===== src/rtl/alu_serial_rx.sv =====
// Serial command receiver for the ALU core: deserialises 11-bit packets into
// {B, A, op}, checks framing/count/CRC/opcode, and queues frames in an output FIFO.
module alu_serial_rx #(
    parameter int OP_BYTES   = 4,
    parameter int FIFO_DEPTH = 2,
    parameter int TIMEOUT    = 32
) (
    input  logic                  clk,
    input  logic                  rst_n,
    input  logic                  sin,
    output logic                  out_valid,
    input  logic                  out_ready,
    output logic [8*OP_BYTES-1:0] out_b,
    output logic [8*OP_BYTES-1:0] out_a,
    output logic [2:0]            out_op,
    output logic [2:0]            out_err,
    output logic                  ovf,
    output logic                  busy
);
    localparam int DW   = 8 * OP_BYTES;
    localparam int NPKT = 2 * OP_BYTES;
    localparam int EW   = 2 * DW + 6;
    localparam int PW   = $clog2(NPKT + 1);
    localparam int TW   = $clog2(TIMEOUT + 1);
    localparam int CW   = $clog2(FIFO_DEPTH + 1);

    localparam logic [1:0] S_IDLE   = 2'd0;
    localparam logic [1:0] S_RX     = 2'd1;
    localparam logic [1:0] S_GAP    = 2'd2;
    localparam logic [1:0] S_RESYNC = 2'd3;

    // One serial step of the x^4+x+1 CRC.
    function automatic logic [3:0] crc4_step(input logic [3:0] crc, input logic b);
        logic fb;
        fb = b ^ crc[3];
        return {crc[2:0], 1'b0} ^ (fb ? 4'b0011 : 4'b0000);
    endfunction

    function automatic logic op_legal(input logic [2:0] op);
        logic ok;
        case (op)
            3'b000, 3'b001, 3'b100, 3'b101: ok = 1'b1;
            default:                        ok = 1'b0;
        endcase
        return ok;
    endfunction

    logic [1:0]           state_q, state_d;
    logic [3:0]           bit_cnt_q, bit_cnt_d;
    logic [PW-1:0]        pkt_cnt_q, pkt_cnt_d;
    logic [TW-1:0]        idle_cnt_q, idle_cnt_d;
    logic [7:0]           shreg_q, shreg_d;
    logic                 ptype_q, ptype_d;
    logic [3:0]           crc_q, crc_d;
    logic [2*DW-1:0]      data_q, data_d;
    logic [FIFO_DEPTH*EW-1:0] mem_q, mem_d;
    logic [CW-1:0]        cnt_q, cnt_d;
    logic                 out_valid_q, out_valid_d;
    logic                 ovf_q, ovf_d;
    logic                 busy_q, busy_d;

    logic                 push_s;
    logic [EW-1:0]        push_entry_s;
    logic [EW-1:0]        err_entry_s;
    logic [2:0]           rx_op_s;
    logic [2:0]           chk_err_s;

    assign err_entry_s = {3'b100, 3'b000, {(2*DW){1'b0}}};
    assign rx_op_s     = shreg_q[6:4];
    assign chk_err_s   = {1'b0, (crc_q != shreg_q[3:0]), ~op_legal(rx_op_s)};

    // Receive FSM: bit/packet sequencing, CRC accumulation and frame hand-off.
    always_comb begin
        state_d      = state_q;
        bit_cnt_d    = bit_cnt_q;
        pkt_cnt_d    = pkt_cnt_q;
        idle_cnt_d   = idle_cnt_q;
        shreg_d      = shreg_q;
        ptype_d      = ptype_q;
        crc_d        = crc_q;
        data_d       = data_q;
        push_s       = 1'b0;
        push_entry_s = err_entry_s;
        case (state_q)
            S_IDLE: begin
                if (!sin) begin
                    state_d   = S_RX;
                    bit_cnt_d = 4'd1;
                    pkt_cnt_d = '0;
                    crc_d     = 4'h0;
                    data_d    = '0;
                end else begin
                    state_d = S_IDLE;
                end
            end
            S_RX: begin
                if (bit_cnt_q == 4'd10) begin
                    bit_cnt_d = 4'd0;
                    if (!sin) begin
                        push_s  = 1'b1;
                        state_d = S_RESYNC;
                    end else if (!ptype_q) begin
                        if (pkt_cnt_q == PW'(NPKT)) begin
                            push_s  = 1'b1;
                            state_d = S_IDLE;
                        end else begin
                            data_d     = {data_q[2*DW-9:0], shreg_q};
                            pkt_cnt_d  = pkt_cnt_q + PW'(1);
                            idle_cnt_d = '0;
                            state_d    = S_GAP;
                        end
                    end else begin
                        push_s  = 1'b1;
                        state_d = S_IDLE;
                        if (pkt_cnt_q == PW'(NPKT)) begin
                            push_entry_s = {chk_err_s, rx_op_s, data_q};
                        end else begin
                            push_entry_s = err_entry_s;
                        end
                    end
                end else begin
                    shreg_d   = {shreg_q[6:0], sin};
                    bit_cnt_d = bit_cnt_q + 4'd1;
                    // The cmd type bit itself is the '1' that precedes op in the CRC stream.
                    if (bit_cnt_q == 4'd1) begin
                        ptype_d = sin;
                        crc_d   = sin ? crc4_step(crc_q, 1'b1) : crc_q;
                    end else if (!ptype_q || (bit_cnt_q >= 4'd3 && bit_cnt_q <= 4'd5)) begin
                        crc_d = crc4_step(crc_q, sin);
                    end else begin
                        crc_d = crc_q;
                    end
                end
            end
            S_GAP: begin
                if (!sin) begin
                    state_d   = S_RX;
                    bit_cnt_d = 4'd1;
                end else if (idle_cnt_q == TW'(TIMEOUT)) begin
                    push_s  = 1'b1;
                    state_d = S_IDLE;
                end else begin
                    idle_cnt_d = idle_cnt_q + TW'(1);
                end
            end
            S_RESYNC: begin
                if (sin) begin
                    state_d = S_IDLE;
                end else begin
                    state_d = S_RESYNC;
                end
            end
            default: begin
                state_d = S_IDLE;
            end
        endcase
        busy_d = (state_d != S_IDLE);
    end

    logic                     pop_s;
    logic                     full_s;
    logic                     wr_s;
    logic [CW-1:0]            cnt_pop_s;
    logic [FIFO_DEPTH*EW-1:0] base_s;

    // Shift-register FIFO: slot 0 is always the head, so outputs come straight from flops.
    always_comb begin
        pop_s     = out_valid_q && out_ready;
        full_s    = (cnt_q == CW'(FIFO_DEPTH));
        cnt_pop_s = pop_s ? (cnt_q - CW'(1)) : cnt_q;
        wr_s      = push_s && (!full_s || pop_s);
        base_s    = pop_s ? (mem_q >> EW) : mem_q;
        mem_d     = base_s;
        for (int i = 0; i < FIFO_DEPTH; i++) begin
            if (wr_s && (CW'(i) == cnt_pop_s)) begin
                mem_d[i*EW +: EW] = push_entry_s;
            end else begin
                mem_d[i*EW +: EW] = base_s[i*EW +: EW];
            end
        end
        cnt_d       = wr_s ? (cnt_pop_s + CW'(1)) : cnt_pop_s;
        out_valid_d = (cnt_d != '0);
        ovf_d       = ovf_q | (push_s && full_s && !pop_s);
    end

    // State and datapath registers.
    always_ff @(posedge clk or negedge rst_n) begin
        if (!rst_n) begin
            state_q     <= S_IDLE;
            bit_cnt_q   <= 4'd0;
            pkt_cnt_q   <= '0;
            idle_cnt_q  <= '0;
            shreg_q     <= 8'h00;
            ptype_q     <= 1'b0;
            crc_q       <= 4'h0;
            data_q      <= '0;
            mem_q       <= '0;
            cnt_q       <= '0;
            out_valid_q <= 1'b0;
            ovf_q       <= 1'b0;
            busy_q      <= 1'b0;
        end else begin
            state_q     <= state_d;
            bit_cnt_q   <= bit_cnt_d;
            pkt_cnt_q   <= pkt_cnt_d;
            idle_cnt_q  <= idle_cnt_d;
            shreg_q     <= shreg_d;
            ptype_q     <= ptype_d;
            crc_q       <= crc_d;
            data_q      <= data_d;
            mem_q       <= mem_d;
            cnt_q       <= cnt_d;
            out_valid_q <= out_valid_d;
            ovf_q       <= ovf_d;
            busy_q      <= busy_d;
        end
    end

    assign out_valid = out_valid_q;
    assign out_a     = mem_q[DW-1:0];
    assign out_b     = mem_q[2*DW-1:DW];
    assign out_op    = mem_q[2*DW+2:2*DW];
    assign out_err   = mem_q[2*DW+5:2*DW+3];
    assign ovf       = ovf_q;
    assign busy      = busy_q;

endmodule


===== config.mk =====
export PLATFORM = sky130hd
export DESIGN_NAME = alu_serial_rx
export DESIGN_NICKNAME = d
export VERILOG_FILES = /design/src/rtl/alu_serial_rx.sv
export SDC_FILE = /design/constraint.sdc
export NUM_CORES = 1
export LEC_CHECK = 0
export CELL_PAD_IN_SITES_DETAIL_PLACEMENT = 1
export CELL_PAD_IN_SITES_GLOBAL_PLACEMENT = 2
export CORE_MARGIN = 5
export CORE_UTILIZATION = 43
export DETAILED_ROUTE_END_ITERATION = 10
export PLACE_DENSITY = 0.88
export SLEW_MARGIN = 20
export SYNTH_ARGS = -nofsm -noshare
export SYNTH_HDL_FRONTEND = slang
export SYNTH_SLANG_ARGS = --single-unit

===== constraint.sdc =====
create_clock -name clk -period 3.61 [get_ports clk]
set_input_delay 0.722 -clock clk [delete_from_list [all_inputs] [get_ports clk]]
set_output_delay 0.722 -clock clk [all_outputs]
set_load 0.01 [all_outputs]

==> flow_summary.ini <==
[run_status]
status = complete, no violations

[synth]
synth_nets = 1026
synthArstFlopShare_pct = 100
synth_cell_types = 56
yosys_warnings = 0
synth_area_sq_um = 11200
syn_inst = 1011
ys_ff_latch = 238
ys_seq_area_share_pct = 53.0
synth_area_per_cell_sq_um = 11.1
synth_edf_count = 0
synth_ff_type = dfrtp_1

[finish]
seq_area_sq_um = 5960
postLayoutCoreUtil_pct = 51.5
antennaDiodeCount = 0
fin_nets = 1084
multiInputGateArea_sq_um = 4680
fin_cells = 1425
drive_gt1_share_pct = 8.07
stdcell_area_sq_um = 13300
nFillCells = 2695
syn_to_final_growth_pct = 18.7

[power]
p_sw_share_pct = 26.4
seqPwrFrac_pct = 44.3
ir_worst_vdd_mv = 0.315
power_density_nw_per_um2 = 510
internal_power_mw = 5.00
pwr-share-clk_pct = 43.2
p_leak_nw = 6.27
p_comb_share_pct = 12.5
p_switching_mw = 1.80

[clock_tree]
numCtsBuffers = 28
cts_tree = yes
cts.root.buffer_cell = clkbuf_16
clockBufferDepth = 3
path_clk_slew_ns = 0.06
cts_setup_buffers = 0
postCtsResizedCells = 0
ctsHtreeMaxLevel = 1
clock-sinks = 238
clk_latency_ns = 0.54
hold_buffers = 0

[sta]
hold_viol_final = 0
slew_viol_final = 0
rsz0062_at_grt = no
max_slew.worst_pin.slew_ns = 0.808
slew_headroom_pct = 45.6
tns_ns = 0
finClkSkew_ns = 0.0133
min_period_over_period_pct = 74.7
finalCriticalPeriod_ns = 2.70
fmax_mhz = 371
setup_violations = 0

[grt]
grt_max_degree = 107
grt_pass1_wl_microns = 43100
grt_overflow_total = 0
grtUsageTotal_pct = 17.8
grt_pass1_vias = 8153
antenna_found_initial = 0

[die]
die-area_sq_um = 29500
dieHeight_microns = 172
core_sq_um = 25900
floorplan.initialDensity_pct = 43.4
rows = 59
ioPinCount = 77
die_width_microns = 172

[placement]
portBuffers = 76
placed_cells = 1374
gp_congestion = 0.738
place_area_sq_um = 12400
dp_hpwl_microns = 16600

[routing]
detail-route-antenna-nets = 0
first_iter_violations = 484
drcViolationCount = 0
vias = 7410
avgViaCountPerCell = 5.20
wl_microns = 25700
wire_per_inst_microns = 18.0
first_pass_iters = 4

[worst_setup_path]
endpoint_kind = register
cp_max_fo = 27
crit_path_start_kind = register
crit_type = reg2reg
critPathArrivalTime_ns = 3.14
required_ns = 4.05
rr_worst_depth = 7

[job]
max-cap-violations = 0

[min_path]
hold_path.class = in2async
worst max-delay path, cell delays in order, from the launching register on:
cell and delay (ns):
dfrtp_1 0.41, inv_1 0.10, ha_1 0.15, nor4b_1 0.50, and4_1 0.46, o211a_4 0.44
buf_12 0.27, mux2i_1 0.25
cell usage after synthesis, types with 3 or more instances:
cell type	count	area, sq um
a31oi_1	3	18.8
o31ai_1	3	22.5
inv_1	79	297
dfrtp_1	238	5960
buf_8	3	45.0
xor2_1	4	35.0
a21oi_1	6	30.0
clkbuf_1	39	146
nand3b_1	4	30.0
nand3_1	3	15.0
o22ai_1	3	18.8
ha_1	11	138
nand2_1	218	818
nand4_1	3	18.8
nor3_1	4	20.0
buf_4	5	37.5
buf_2	16	80.1
mux2i_1	279	2790
a22o_1	3	26.3
mux2_2	15	169
and3_1	5	31.3
nor2_1	4	15.0
or3_1	3	18.8
nor4b_1	3	26.3
nand2b_1	5	31.3
o21ai_0	14	70.1
per-stage QoR:
step           hold WS, ns  worst slack (ns)  power, mW
6_report             0.203             0.913       6.79
3_3_place_gp         0.489             0.683       3.88
3_5_place_dp         0.514             0.576       3.92
2_1_floorplan        0.426              1.29       3.63
4_1_cts              0.231             0.849       6.89
5_1_grt              0.257             0.565       7.11
routing by layer:
metal  global-route usage (%)  wire (microns)  vias up
li1                         -               -     3526
met1                     23.7           11700     3773
met2                     31.0           12800       79
met3                     2.37             672       32
met4                     4.31             480        0
met5                        0               0        -
final cells by class:
cell class | count | area share (%)
flip-flops and latches | 238 | 44.7
multi-input cells | 629 | 35.1
repair buffers | 93 | 7.54
clock buffers | 39 | 6.25
well taps | 335 | 3.14
inverters | 79 | 2.22
clock inverters | 12 | 1.06
cells by family (layout without fill, tap and decap cells):
family          count (synthesis)  in the layout  share of synthesized area [%]
buf+inv                       144            223                           5.59
flops                         238            238                           53.0
simple gates                  266            266                           10.2
mux                           294            294                           26.4
fa+ha+maj                      11             11                           1.22
xor+xnor                        6              6                          0.468
compound gates                 52             52                           3.20
cells in the final DEF, fill, tap and decap left out, types with 6 or more instances in the layout:
cell type,instances
a21oi_1,6
buf_12,9
buf_4,8
clkbuf_16,29
clkbuf_8,7
clkdlybuf4s50_1,75
clkinv_2,8
dfrtp_1,238
ha_1,10
inv_1,79
mux2_2,15
mux2i_1,279
nand2_1,217
o21ai_0,14
registers in the layout (all words and copies together), names as in the netlist:
signal / flops
data_q: 64
crc_q: 4
mem_q: 140
bit_cnt_q: 4
state_q: 2
idle_cnt_q: 6
pkt_cnt_q: 4
shreg_q: 8
ptype_q: 1
cnt_q: 2
busy: 1
ovf: 1
out_valid: 1
final timing paths:
kind	startpoint	slack, ns	to
max	idle_cnt_q[0]	0.91	mem_q[136]
min	rst_n	0.20	mem_q[54]
max reg2reg	idle_cnt_q[0]	0.91	mem_q[136]
min reg2reg	shreg_q[7]	0.52	shreg_q[7]
max in group asynchronous	rst_n	2.54	mem_q[59]
min in group clk	shreg_q[7]	0.52	shreg_q[7]
power by group through the flow:
stage               clock network (mW)  registers [mW]  logic [mW]
floorplan                            0            2.97       0.665
global placement                     0            3.05       0.830
detailed placement                   0            3.06       0.858
CTS                               3.01            3.01       0.866
global route                      3.14            3.04       0.940
finish                            2.94            3.01       0.848
No activity file was read; power rests on OpenSTA's default activity.
